==> src/rtl/count_arbiter.sv <==
// rtl/count_arbiter.sv - round-robin sequencer sharing one 4-bit enabled up-counter between two requesters
module count_arbiter (
    input  logic       clk,
    input  logic       rst,
    input  logic [1:0] req,
    input  logic [3:0] len0,
    input  logic [3:0] len1,
    input  logic [3:0] cnt_q,
    output logic       cnt_en,
    output logic       cnt_clr,
    output logic [1:0] gnt,
    output logic [1:0] done,
    output logic       busy
);

    typedef enum logic [1:0] {
        IDLE  = 2'd0,
        CLEAR = 2'd1,
        RUN   = 2'd2,
        DONE  = 2'd3
    } state_t;

    state_t     state_q, state_d;
    logic [3:0] tgt_q, tgt_d;
    logic [1:0] gnt_q, gnt_d;
    logic       last_q, last_d;
    logic       cnt_clr_q, cnt_clr_d;
    logic [1:0] done_q, done_d;
    logic       busy_q, busy_d;

    logic       win_idx;
    logic       held;

    // Contested requests go to whoever was not served last.
    always_comb begin
        win_idx = 1'b0;
        case (req)
            2'b01:   win_idx = 1'b0;
            2'b10:   win_idx = 1'b1;
            2'b11:   win_idx = ~last_q;
            default: win_idx = 1'b0;
        endcase
    end

    assign held = |(req & gnt_q);

    always_comb begin
        state_d = state_q;
        tgt_d   = tgt_q;
        gnt_d   = gnt_q;
        last_d  = last_q;
        case (state_q)
            IDLE: begin
                if (|req) begin
                    gnt_d   = win_idx ? 2'b10 : 2'b01;
                    tgt_d   = win_idx ? len1 : len0;
                    last_d  = win_idx;
                    state_d = CLEAR;
                end
            end
            CLEAR: begin
                if (held) begin
                    state_d = RUN;
                end else begin
                    gnt_d   = 2'b00;
                    state_d = IDLE;
                end
            end
            RUN: begin
                if (!held) begin
                    gnt_d   = 2'b00;
                    state_d = IDLE;
                end else if (cnt_q == tgt_q) begin
                    state_d = DONE;
                end
            end
            DONE: begin
                gnt_d   = 2'b00;
                state_d = IDLE;
            end
            default: begin
                gnt_d   = 2'b00;
                state_d = IDLE;
            end
        endcase
    end

    // Outputs other than cnt_en are decoded from the next state so they come straight off flops.
    always_comb begin
        cnt_clr_d = (state_d == CLEAR);
        done_d    = (state_d == DONE) ? gnt_d : 2'b00;
        busy_d    = (state_d != IDLE);
    end

    always_ff @(posedge clk or posedge rst) begin
        if (rst) begin
            state_q   <= IDLE;
            tgt_q     <= 4'd0;
            gnt_q     <= 2'b00;
            last_q    <= 1'b1;
            cnt_clr_q <= 1'b0;
            done_q    <= 2'b00;
            busy_q    <= 1'b0;
        end else begin
            state_q   <= state_d;
            tgt_q     <= tgt_d;
            gnt_q     <= gnt_d;
            last_q    <= last_d;
            cnt_clr_q <= cnt_clr_d;
            done_q    <= done_d;
            busy_q    <= busy_d;
        end
    end

    // Enable drops in the same cycle the grantee lets go, so an abort never over-counts.
    assign cnt_en  = (state_q == RUN) && held && (cnt_q != tgt_q);
    assign cnt_clr = cnt_clr_q;
    assign gnt     = gnt_q;
    assign done    = done_q;
    assign busy    = busy_q;

endmodule

==> config.mk <==
export PLATFORM = sky130hd
export DESIGN_NAME = count_arbiter
export DESIGN_NICKNAME = d
export VERILOG_FILES = /design/src/rtl/count_arbiter.sv
export SDC_FILE = /design/constraint.sdc
export NUM_CORES = 1
export LEC_CHECK = 0
export CAP_MARGIN = 20
export CORE_MARGIN = 2
export CORE_UTILIZATION = 40
export DETAILED_ROUTE_END_ITERATION = 8
export PLACE_DENSITY = 0.75
export SKIP_CTS_REPAIR_TIMING = 1
export SLEW_MARGIN = 20
export SYNTH_ARGS = -nofsm -noshare
export SYNTH_HDL_FRONTEND = slang
export SYNTH_SLANG_ARGS = --single-unit
==> constraint.sdc <==
create_clock -name clk -period 1.57 [get_ports clk]
set_clock_uncertainty 0.05 [all_clocks]
set_input_delay 0.314 -clock clk [delete_from_list [all_inputs] [get_ports clk]]
set_output_delay 0.314 -clock clk [all_outputs]
set_load 0.01 [all_outputs]
# Yosys cells after proc, flatten, opt, wreduce, memory -nomap -nowiden
# Index checks and enable logic that the tools add are counted.
[word_totals]
register_bits = 13
inputBits = 16
wordCells = 38
[classes]
eq_ne = 9
n_mux = 12
n_bitwise = 2
n_reduce_logical = 8
[op_table]
columns = ["operator", "n"]
rows = [
  ["$mux 2", 8],
  ["$eq 2x2->1 const B", 5],
  ["$pmux 2 s4", 1],
  ["$pmux 2 s3", 1],
  ["$reduce_or 2->1", 3],
  ["$eq 2x1->1 const B", 2],
  ["$eq 4x4->1", 1],
  ["$mux 4", 1],
  ["$ne 4x4->1", 1],
  ["$and 2x2->2", 1],
  ["$logic_and 1x1->1", 2],
  ["$logic_not 2->1", 1],
  ["$pmux 1 s2", 1],
  ["$reduce_and 2->1", 1],
  ["$reduce_bool 2->1", 1],
  ["$not 1->1", 1],
]

# Depth between registers and ports, before layout
[logic_depth]
word_depth = 6
ltp_mapped = 7
depth_no_buf = 6

# Worst setup path after synthesis
# No wires, ideal clock.
[synth_timing]
kind = "register to register"
startpoint = "register state_q[0]"
endpoint = "register done_q[1] (netlist: done[1])"
setup_time_ps = 94
arrival_ps = 1338
t_required_ps = 1426
slack_ps = 88
stages_incl_launch_ff = 8
path_buffers = 1
synth_period_minus_slack_ps = 1482
cell_sequence = "dfrtp_1 inv_1 ha_1 buf_2 o21ai_2 nand3_1 o211ai_2 a211oi_1"
[synth_between]
elab_chain_cells = 5
elab_cells_between_ends = 12
cone_classes = "eq/ne (4); mux (6); reduce/logical (2)"
[synth_lines]
columns = ["item", "line_no", "text"]
rows = [
  ["start: declaration", "23", "state_t state_q, state_d;"],
  ["start signal: assignment", "105", "state_q <= state_d;"],
  ["$mux 2", "73", "end else if (cnt_q == tgt_q) begin"],
  ["$mux 2", "70", "if (!held) begin"],
  ["$pmux 2 s4", "52", "case (state_q)"],
  ["$eq 2x2->1", "91", "done_d = (state_d == DONE) ? gnt_d : 2'b00;"],
  ["$mux 2 *", "91", ""],
  ["net done_d[1]", "28", "logic [1:0] done_q, done_d;"],
  ["end signal: assignment", "110", "done_q <= done_d;"],
  ["end: declaration", "28", ""],
]
# The timed path passes the listed nets; every way through them passes the cells marked *.
# A chain may end at the register's enable or synchronous reset.

# Worst setup path after layout
[layout_timing]
startpoint = "register tgt_q[1]"
endpoint = "output port cnt_en"
[layout_between]
elab_chain_cells = 2
[layout_lines]
columns = ["item", "line_no", "text"]
rows = [
  ["start: declaration", "24", "logic [3:0] tgt_q, tgt_d;"],
  ["start signal: assignment", "106", "tgt_q <= tgt_d;"],
  ["$ne 4x4->1", "116", "assign cnt_en = (state_q == RUN) && held && (cnt_q != tgt_q);"],
  ["$logic_and 1x1->1", "116", ""],
  ["end: declaration", "9", "output logic cnt_en,"],
]
# No other way between the ends.

==> results <==
[synthesized netlist by cell type (all sizes together), types with 2 or more instances]
master	count
nor2	2
nand2	13
nor3b	2
a21o	3
nor2b	2
xor2	4
buf	2
mux2i	4
inv	5
dfrtp	12
ha	3
o21ai	6
a211oi	2
[layout make-up]
class                   instances  area [sq um]  area share (%)
repair buffers                 43         392.9           31.24
clock buffers                   4         26.28           2.090
inverters                       5         18.77           1.493
multi-input cells              51         461.7           36.72
flip-flops and latches         13         326.6           25.97
well taps                      25         31.28           2.488
[routing by layer]
layer  GRT usage, %  vias up  wire [microns]
li1               -      332               -
met2          31.94       12            1110
met5              0        -               0
met3          4.314        4              49
met1          22.87      336             804
met4          10.86        0              32
[worst max path at each step]
stage,startpoint,endpoint,cells after the start
final,tgt_q[1],cnt_en,4
after detailed placement,cnt_q[0],cnt_en,5
after global routing,tgt_q[1],cnt_en,4
after floorplan,state_q[0],done[1],7
after CTS,cnt_q[0],cnt_en,5
after global placement,cnt_q[1],cnt_en,5
[flip-flops by register name, summed over array words and instances (netlist names)]
register / cells
state_q: 2
cnt_clr: 1
done: 2
last_q: 1
gnt: 2
tgt_q: 4
busy: 1
[worst reg2reg max path, stage by stage, from the launching register on]
cell and delay [ns]:
dfrtp_1 0.40, a22o_1 0.27, buf_4 0.14, a21o_1 0.20, o22ai_4 0.24, nor2b_1 0.18
[logic make-up (layout without fill, tap and decap cells)]
family / Yosys count / count (layout) / synth area share (%)
adders and majority gates: 3 / 3 / 5.209
DFF: 13 / 13 / 45.31
xor gates and xnor gates: 4 / 4 / 4.861
buffers and inverters: 7 / 52 / 4.340
muxes: 4 / 4 / 5.556
AOI/OAI and AO/OA: 18 / 18 / 18.75
and+or+nand+nor: 22 / 22 / 15.97
[layout by cell type, fill, tap and decap left out, types with 3 or more instances in the layout]
cell              n
o21ai_0           4
clkbuf_4          3
clkdlybuf4s50_1  16
inv_1             3
dlymetal6s2s_1    5
dfrtp_1          12
mux2i_1           4
xor2_2            3
nand2_1          13
buf_4            19
a21o_1            3
[power by group]
part           internal [mW]  leakage [nW]  switching (mW)
sequential             0.472         0.164          0.0986
combinational          0.575         0.446           0.518
clock                 0.0988        0.0150           0.115
==> impl_metrics.sql <==
INSERT INTO impl_metrics (metric_group, metric, value, unit) VALUES
('final_layout', 'finalNonFillerCells', '141', ''),
('power', 'power_per_cell_area', '1493', 'nW/um^2'),
('synth', 'ys.warnings.count', '0', ''),
('worst_setup_path', 'worst_path_largest_cell_delay', '0.41', 'ns'),
('grt', 'grt_util_all_layers', '19.34', '%'),
('detailed_routing', 'antenna_violation_net_count_after_detailed_routing', '0', ''),
('worst_setup_path', 'critPathBufInv', '1', ''),
('power', 'leakagePower', '0.6248', 'nW'),
('grt', 'antenna_found_initial', '0', ''),
('detailed_routing', 'vias', '684', ''),
('synth', 'synth_edf_count', '0', ''),
('sta', 'setup-violations-final', '1', ''),
('die', 'floorplan.die.height', '46.45', 'microns'),
('worst_setup_path', 'critical_path.startpoint_type', 'register', ''),
('detailed_routing', 'routed_via_density', '4.851', ''),
('die', 'num_io_pins', '23', ''),
('synth', 'synth_sequential_area_ratio', '45.31', '%'),
('grt', 'grt_overflow', '0', ''),
('sta', 'finalHoldViolCount', '0', ''),
('clocking', 'numCtsBuffers', '3', ''),
('synth', 'netlist.top_cell.by_area', 'dfrtp_1', ''),
('status', 'violated_checks', 'negative setup slack', ''),
('clocking', 'clk_path_buf_depth', '2', ''),
('final_layout', 'flow.area_growth_from_synthesis', '74.48', '%'),
('synth', 'syn_nets', '90', ''),
('clocking', 'tritoncts', 'yes', ''),
('hold_path', 'min-delay-path-class', 'primary input to async pin', ''),
('sta', 'post-route-period-util', '109.7', '%'),
('placed_design', 'place.detailed.instances', '135', ''),
('synth', 'post_synthesis_instance_area', '720.7', 'sq um'),
('grt', 'grt_pass1_vias', '700', ''),
('detailed_routing', 'drt_pre_antenna_iters', '4', ''),
('detailed_routing', 'drt-wirelength-per-cell', '14.16', 'microns'),
('clocking', 'worst_setup_hold_path_clk_slew', '0.09', 'ns'),
('sta', 'final.setup.worst_slack', '-0.1523', 'ns'),
('worst_setup_path', 'reg2reg_setup_slack', '0.01', 'ns'),
('placed_design', 'dpl_worst_slack', '-0.6047', 'ns'),
('synth', 'syn-instance-count', '71', ''),
('clocking', 'clock_tree.htree_level_count', '1', ''),
('synth', 'synth.avg_cell_area', '10.15', 'sq um'),
('final_layout', 'drive_above_1_share', '38.79', '%'),
('final_layout', 'finalInstanceArea', '1257', 'sq um'),
('synth', 'yosys-top-cells-area', 'dfrtp_1 42%, nand2_1 6.8%, mux2i_1 5.6%', ''),
('placed_design', 'number_of_buffer_cells_added_on_primary_ports', '22', ''),
('clocking', 'clk_root_buffer_cell', 'clkbuf_4', ''),
('sta', 'maxClockFrequency', '580.6', 'MHz'),
('synth', 'synth-async-reset-ratio', '100.0', '%'),
('clocking', 'cts_num_sinks', '13', ''),
('sta', 'tightestPinTransition', '0.5131', 'ns'),
('detailed_routing', 'route.detailed.drc', '0', ''),
('worst_setup_path', 'timing.critical_path.max_delay_family', 'flip-flops', ''),
('synth', 'ys_ff_latch', '13', ''),
('final_layout', 'layout_utilization', '73.63', '%'),
('power', 'vdd_drop_max', '0.0009923', 'V'),
('placed_design', 'globalplace.congestion', '0.8222', ''),
('sta', 'fin_hold_ws', '0.2962', 'ns'),
('status', 'status', 'finished with violations', ''),
('sta', 'report.final.slew_viol_count', '0', ''),
('worst_setup_path', 'crit_path_end_kind', 'output pin', ''),
('sta', 'rsz0062_at_grt', 'yes', ''),
('synth', 'number_of_unique_standard_cell_types_used_by_synthesis', '26', ''),
('worst_setup_path', 'r2r_cells', '5', ''),
('power', 'power.total', '1.877', 'mW'),
('synth', 'postSynth.topFlopCell', 'dfrtp_1', ''),
('sta', 'fin_crit', '1.722', 'ns'),
('grt', 'global_route_wire_length_before_repair', '2863', 'microns'),
('grt', 'grt_start_max_net_pins', '14', ''),
('worst_setup_path', 'cp_max_fanout', '2', ''),
('sta', 'fin_tns_setup', '-0.1523', 'ns'),
('synth', 'yosys.area.top_type_share', '41.67', '%'),
('final_layout', 'design.final.nets', '136', '');
Power figures use the tool's default switching activity.
==> edit 1: new RTL, same flow settings <==
The 4 states of `state_t` get a one-hot encoding in 4 bits.
--- a/src/rtl/count_arbiter.sv
+++ b/src/rtl/count_arbiter.sv
@@ -15,7 +15,7 @@
 
-    typedef enum logic [1:0] {
-        IDLE  = 2'd0,
-        CLEAR = 2'd1,
-        RUN   = 2'd2,
-        DONE  = 2'd3
+    typedef enum logic [3:0] {
+        IDLE  = 4'b0001,
+        CLEAR = 4'b0010,
+        RUN   = 4'b0100,
+        DONE  = 4'b1000
     } state_t;
Behaviour: same outputs for any inputs over 10 cycles, from zero or initial values and one cycle with rst high; not proved beyond that.
==> edit 1 against the unedited design <==
Utilization fell by 0.79 points; area after synthesis rose by 3.3%; largest cell class is now buffers; register-to-register slack got worse by 0.15 ns; largest power group unchanged; combinational power fell by 5%; sequential cell count rose by 2; final area rose by 1.1%; worst setup slack got worse by 0.013 ns; the run still ends with negative setup slack left; power rose by 0.99%; routed wire length fell by 6.2%.
==> edit 1: results (changes against the unedited design) <==
synth.net_count: 77  # was 90
placed_area_um2: 1179  # was 1102 um2
track_usage_pct: 18.54  # was 19.34%
violations: "negative setup slack"  # unchanged
grt_pass1_vias: 634  # was 700
routedWlPerCell_um: 13.67  # was 14.16 um
grt_max_degree: 16  # was 14
dp_hpwl_um: 1376  # was 1341 um
fin_ws_ns: -0.1649  # was -0.1523 ns
drive_above_1_share_pct: 42.86  # was 38.79%
gp_congestion: 0.7915  # was 0.8222
viasPerCell: 4.927  # was 4.851
drt_iter0_markers: 16  # was 5
status: "finished, violations left"  # unchanged
synth_xor_area_share_pct: 5.882  # was 4.861%
power.leakage_uw: 0.0006472  # was 0.0006248 uW
vias: 675  # was 684
wl_met3_um: 32  # was 49 um
ys_seq_area_share_pct: 50.76  # was 45.31%
synth_mux_area_share_pct: 12.10  # was 5.556%
synth_common_cells: "dfrtp_1 (13), mux2_2 (8), a21oi_1 (5), xor2_1 (5), nor2_1 (3)"  # was nand2_1 (13), dfrtp_1 (12), inv_1 (5), o21ai_0 (5)
post-place-ws_ns: -0.6114  # was -0.6047 ns
m1WireLength_um: 851  # was 804 um
setup_viol: 7  # was 1
synth_compound_area_share_pct: 16.64  # was 18.75%
synth_cells: 61  # was 71
edit 1: cell count changes after synthesis, moves of 3 or more:
cell	unedited run	this run
ha_1	3	0
mux2i_1	4	0
a21o_1	3	0
nand2_1	13	1
o21ai_0	5	0
a21oi_1	1	5
inv_1	5	2
mux2_2	0	8
edit 1: worst max-delay path: stages:
cell             delay, ns
clkdlybuf4s50_1       0.41
xor2_1                0.16
nor4_1                0.27
nor2_1                0.08
clkbuf_2              0.13
edit 1: path summary, 6_finish.rpt:
path / cells after the start / to / start / slack (ns)
setup / recovery: 5 / cnt_en / cnt_q[1] / -0.16
hold / removal: 3 / state_q[1] / rst / 0.25
setup reg to reg: 5 / done[1] / state_q[2] / -0.14
hold reg to reg: 1 / tgt_q[1] / tgt_q[1] / 0.49
max in group asynchronous: 3 / last_q / rst / 0.98
min in group clk: 2 / cnt_clr / req[0] / 0.28
edit 1: kinds of logic (layout without fill, tap and decap cells):
group                     count (synthesis)  in the layout
xor gates and xnor gates                  5              5
and+or+nand+nor                          14             14
AOI/OAI and AO/OA                        16             16
muxes                                     8              8
DFF                                      15             15
buffers and inverters                     3             54
edit 1: cell type report:
cell class | count | area, um2
clock buffer | 3 | 22.52
clock inverter | 1 | 7.507
fill | 132 | 474.2
inverter | 2 | 7.507
multi-input combinational | 43 | 395.4
sequential | 15 | 377.9
tap | 25 | 31.28
timing repair buffer | 48 | 429.2
edit 1: per-stage QoR:
step	util, %	hold WS (ns)	TNS, ns
after global routing	72.83	0.2784	-0.9921
after global placement	67.53	0.4696	-5.404
after CTS	69.25	0.2600	-2.666
final	72.83	0.2530	-0.5950
after detailed placement	67.53	0.4697	-5.756
after floorplan	-	0.1640	-0.08532
edit 1: per-layer routing:
metal / up-vias / global-route usage, %
met4: 0 / 10.00
met2: 14 / 30.68
met1: 329 / 23.50
met3: 4 / 2.308
met5: - / 0
li1: 328 / -
edit 1: report_power, final:
group	total, uW	switching [uW]	leakage (uW)	internal [uW]
logic	1040	405	0.000445	640
clock network	239	141	0.0000139	97.0
registers	613	79.3	0.000188	533
total	1900	625	0.000647	1270
==> edit 2: new RTL, config.mk and constraints unchanged <==
Without the edit above. Make the reset (`rst`) synchronous in one clocked block.
--- a/src/rtl/count_arbiter.sv
+++ b/src/rtl/count_arbiter.sv
@@ -94,3 +94,3 @@
 
-    always_ff @(posedge clk or posedge rst) begin
+    always_ff @(posedge clk) begin
         if (rst) begin
Check against the original RTL: differs if rst is asserted again (counterexample within 4 cycles, from zero or initial values and one cycle with rst high); with rst held inactive, the same outputs for 10 cycles.
==> edit 2 against the unedited design <==
The flow still finishes with violations (negative setup slack); global-route usage shrank 2.6 points; worst setup slack gained 0.036 ns; routed wire length shrank 20%; sequential cell count is the same; count of clock-buffer cells in the layout is the same; area after synthesis shrank 8.5%; final area shrank 13%; critical path depth is the same; critical path type unchanged; critical endpoint unchanged; largest cell class unchanged; highest routed layer is now met3.
Power is not compared: it rests on default switching activity, and its combinational part moved more than twofold at a synthesized area within 25%.
==> edit 2: results (changes against the unedited design) <==
synth.net_count: 88  # was 90
startpoint: "tgt_q[2]"  # was tgt_q[1]
ys_seq_area_share_pct: 39.47  # was 45.31%
ys_async_sr_fraction_pct: 0  # was 100.0%
placed_area_um2: 965.9  # was 1102 um2
r2r-end: "cnt_clr"  # unchanged
viasPerCell: 5.008  # was 4.851
use_met2_pct: 28.70  # was 31.94%
dp_hpwl_um: 1157  # was 1341 um
violations: "negative setup slack"  # unchanged
setup_viol: 1  # unchanged
use_met3_pct: 4.082  # was 4.314%
drive_above_1_share_pct: 28.16  # was 38.79%
post-place-ws_ns: -0.5628  # was -0.6047 ns
arrival_ns: 1.32  # was 1.36 ns
setup-tns-final_ns: -0.1164  # was -0.1523 ns
m1WireLength_um: 694  # was 804 um
synth_common_cells: "dfxtp_1 (13), nor2_1 (11)"  # was nand2_1 (13), dfrtp_1 (12), inv_1 (5), o21ai_0 (5)
fin_ws_ns: -0.1164  # was -0.1523 ns
track_usage_pct: 16.69  # was 19.34%
grt_max_degree: 10  # was 14
highest_layer: "met3"  # was met4
gp_congestion: 0.7507  # was 0.8222
worstHoldPathType: "flip-flop to flip-flop"  # was input pin to asynchronous set/reset pin
wl_met3_um: 84  # was 49 um
synth.top_cells.by_area: "dfxtp_1 (39%), nor2_1 (6.3%), mux2i_1 (6.1%)"  # was dfrtp_1 (42%), nand2_1 (6.8%), mux2i_1 (5.6%)
routedWlPerCell_um: 13.36  # was 14.16 um
relSlewSlack_pct: 76.89  # was 65.76%
ys_types: 26  # unchanged
dr_wl_met2_um: 811  # was 1110 um
hold_slack_ns: 0.4746  # was 0.2962 ns
status: "finished, violations left"  # unchanged
use_met1_pct: 18.66  # was 22.87%
finalNetCount: 123  # was 136
==> edit 2: area by class of cell <==
cell class,instances,area [um2]
sequential,13,261.5
multi-input combinational,50,461.7
inverter,4,15.01
fill,129,429.2
tap,16,20.02
clock buffer,4,26.28
timing repair buffer,32,310.3
==> edit 2: kinds of logic after synthesis <==
| group | Yosys count | share of synthesized area (%) |
|---|---|---|
| and+or+nand+nor | 20 | 15.94 |
| adders and majority gates | 3 | 5.693 |
| buffers and inverters | 6 | 3.603 |
| DFF | 13 | 39.47 |
| xor gates and xnor gates | 4 | 5.313 |
| AOI/OAI and AO/OA | 19 | 23.91 |
| muxes | 4 | 6.072 |
==> edit 2: worst max-delay path, stage by stage, from the launching register on <==
cell,delay (ns)
dfxtp_2,0.34
xor2_2,0.19
nor4_4,0.32
nor2_1,0.06
buf_2,0.14
==> edit 2: stage by stage <==
stage,utilization (%),cells
detailed placement,63.38,115
CTS,65.11,119
global route,71.84,119
finish,71.84,119
global placement,63.38,115
floorplan,-,69
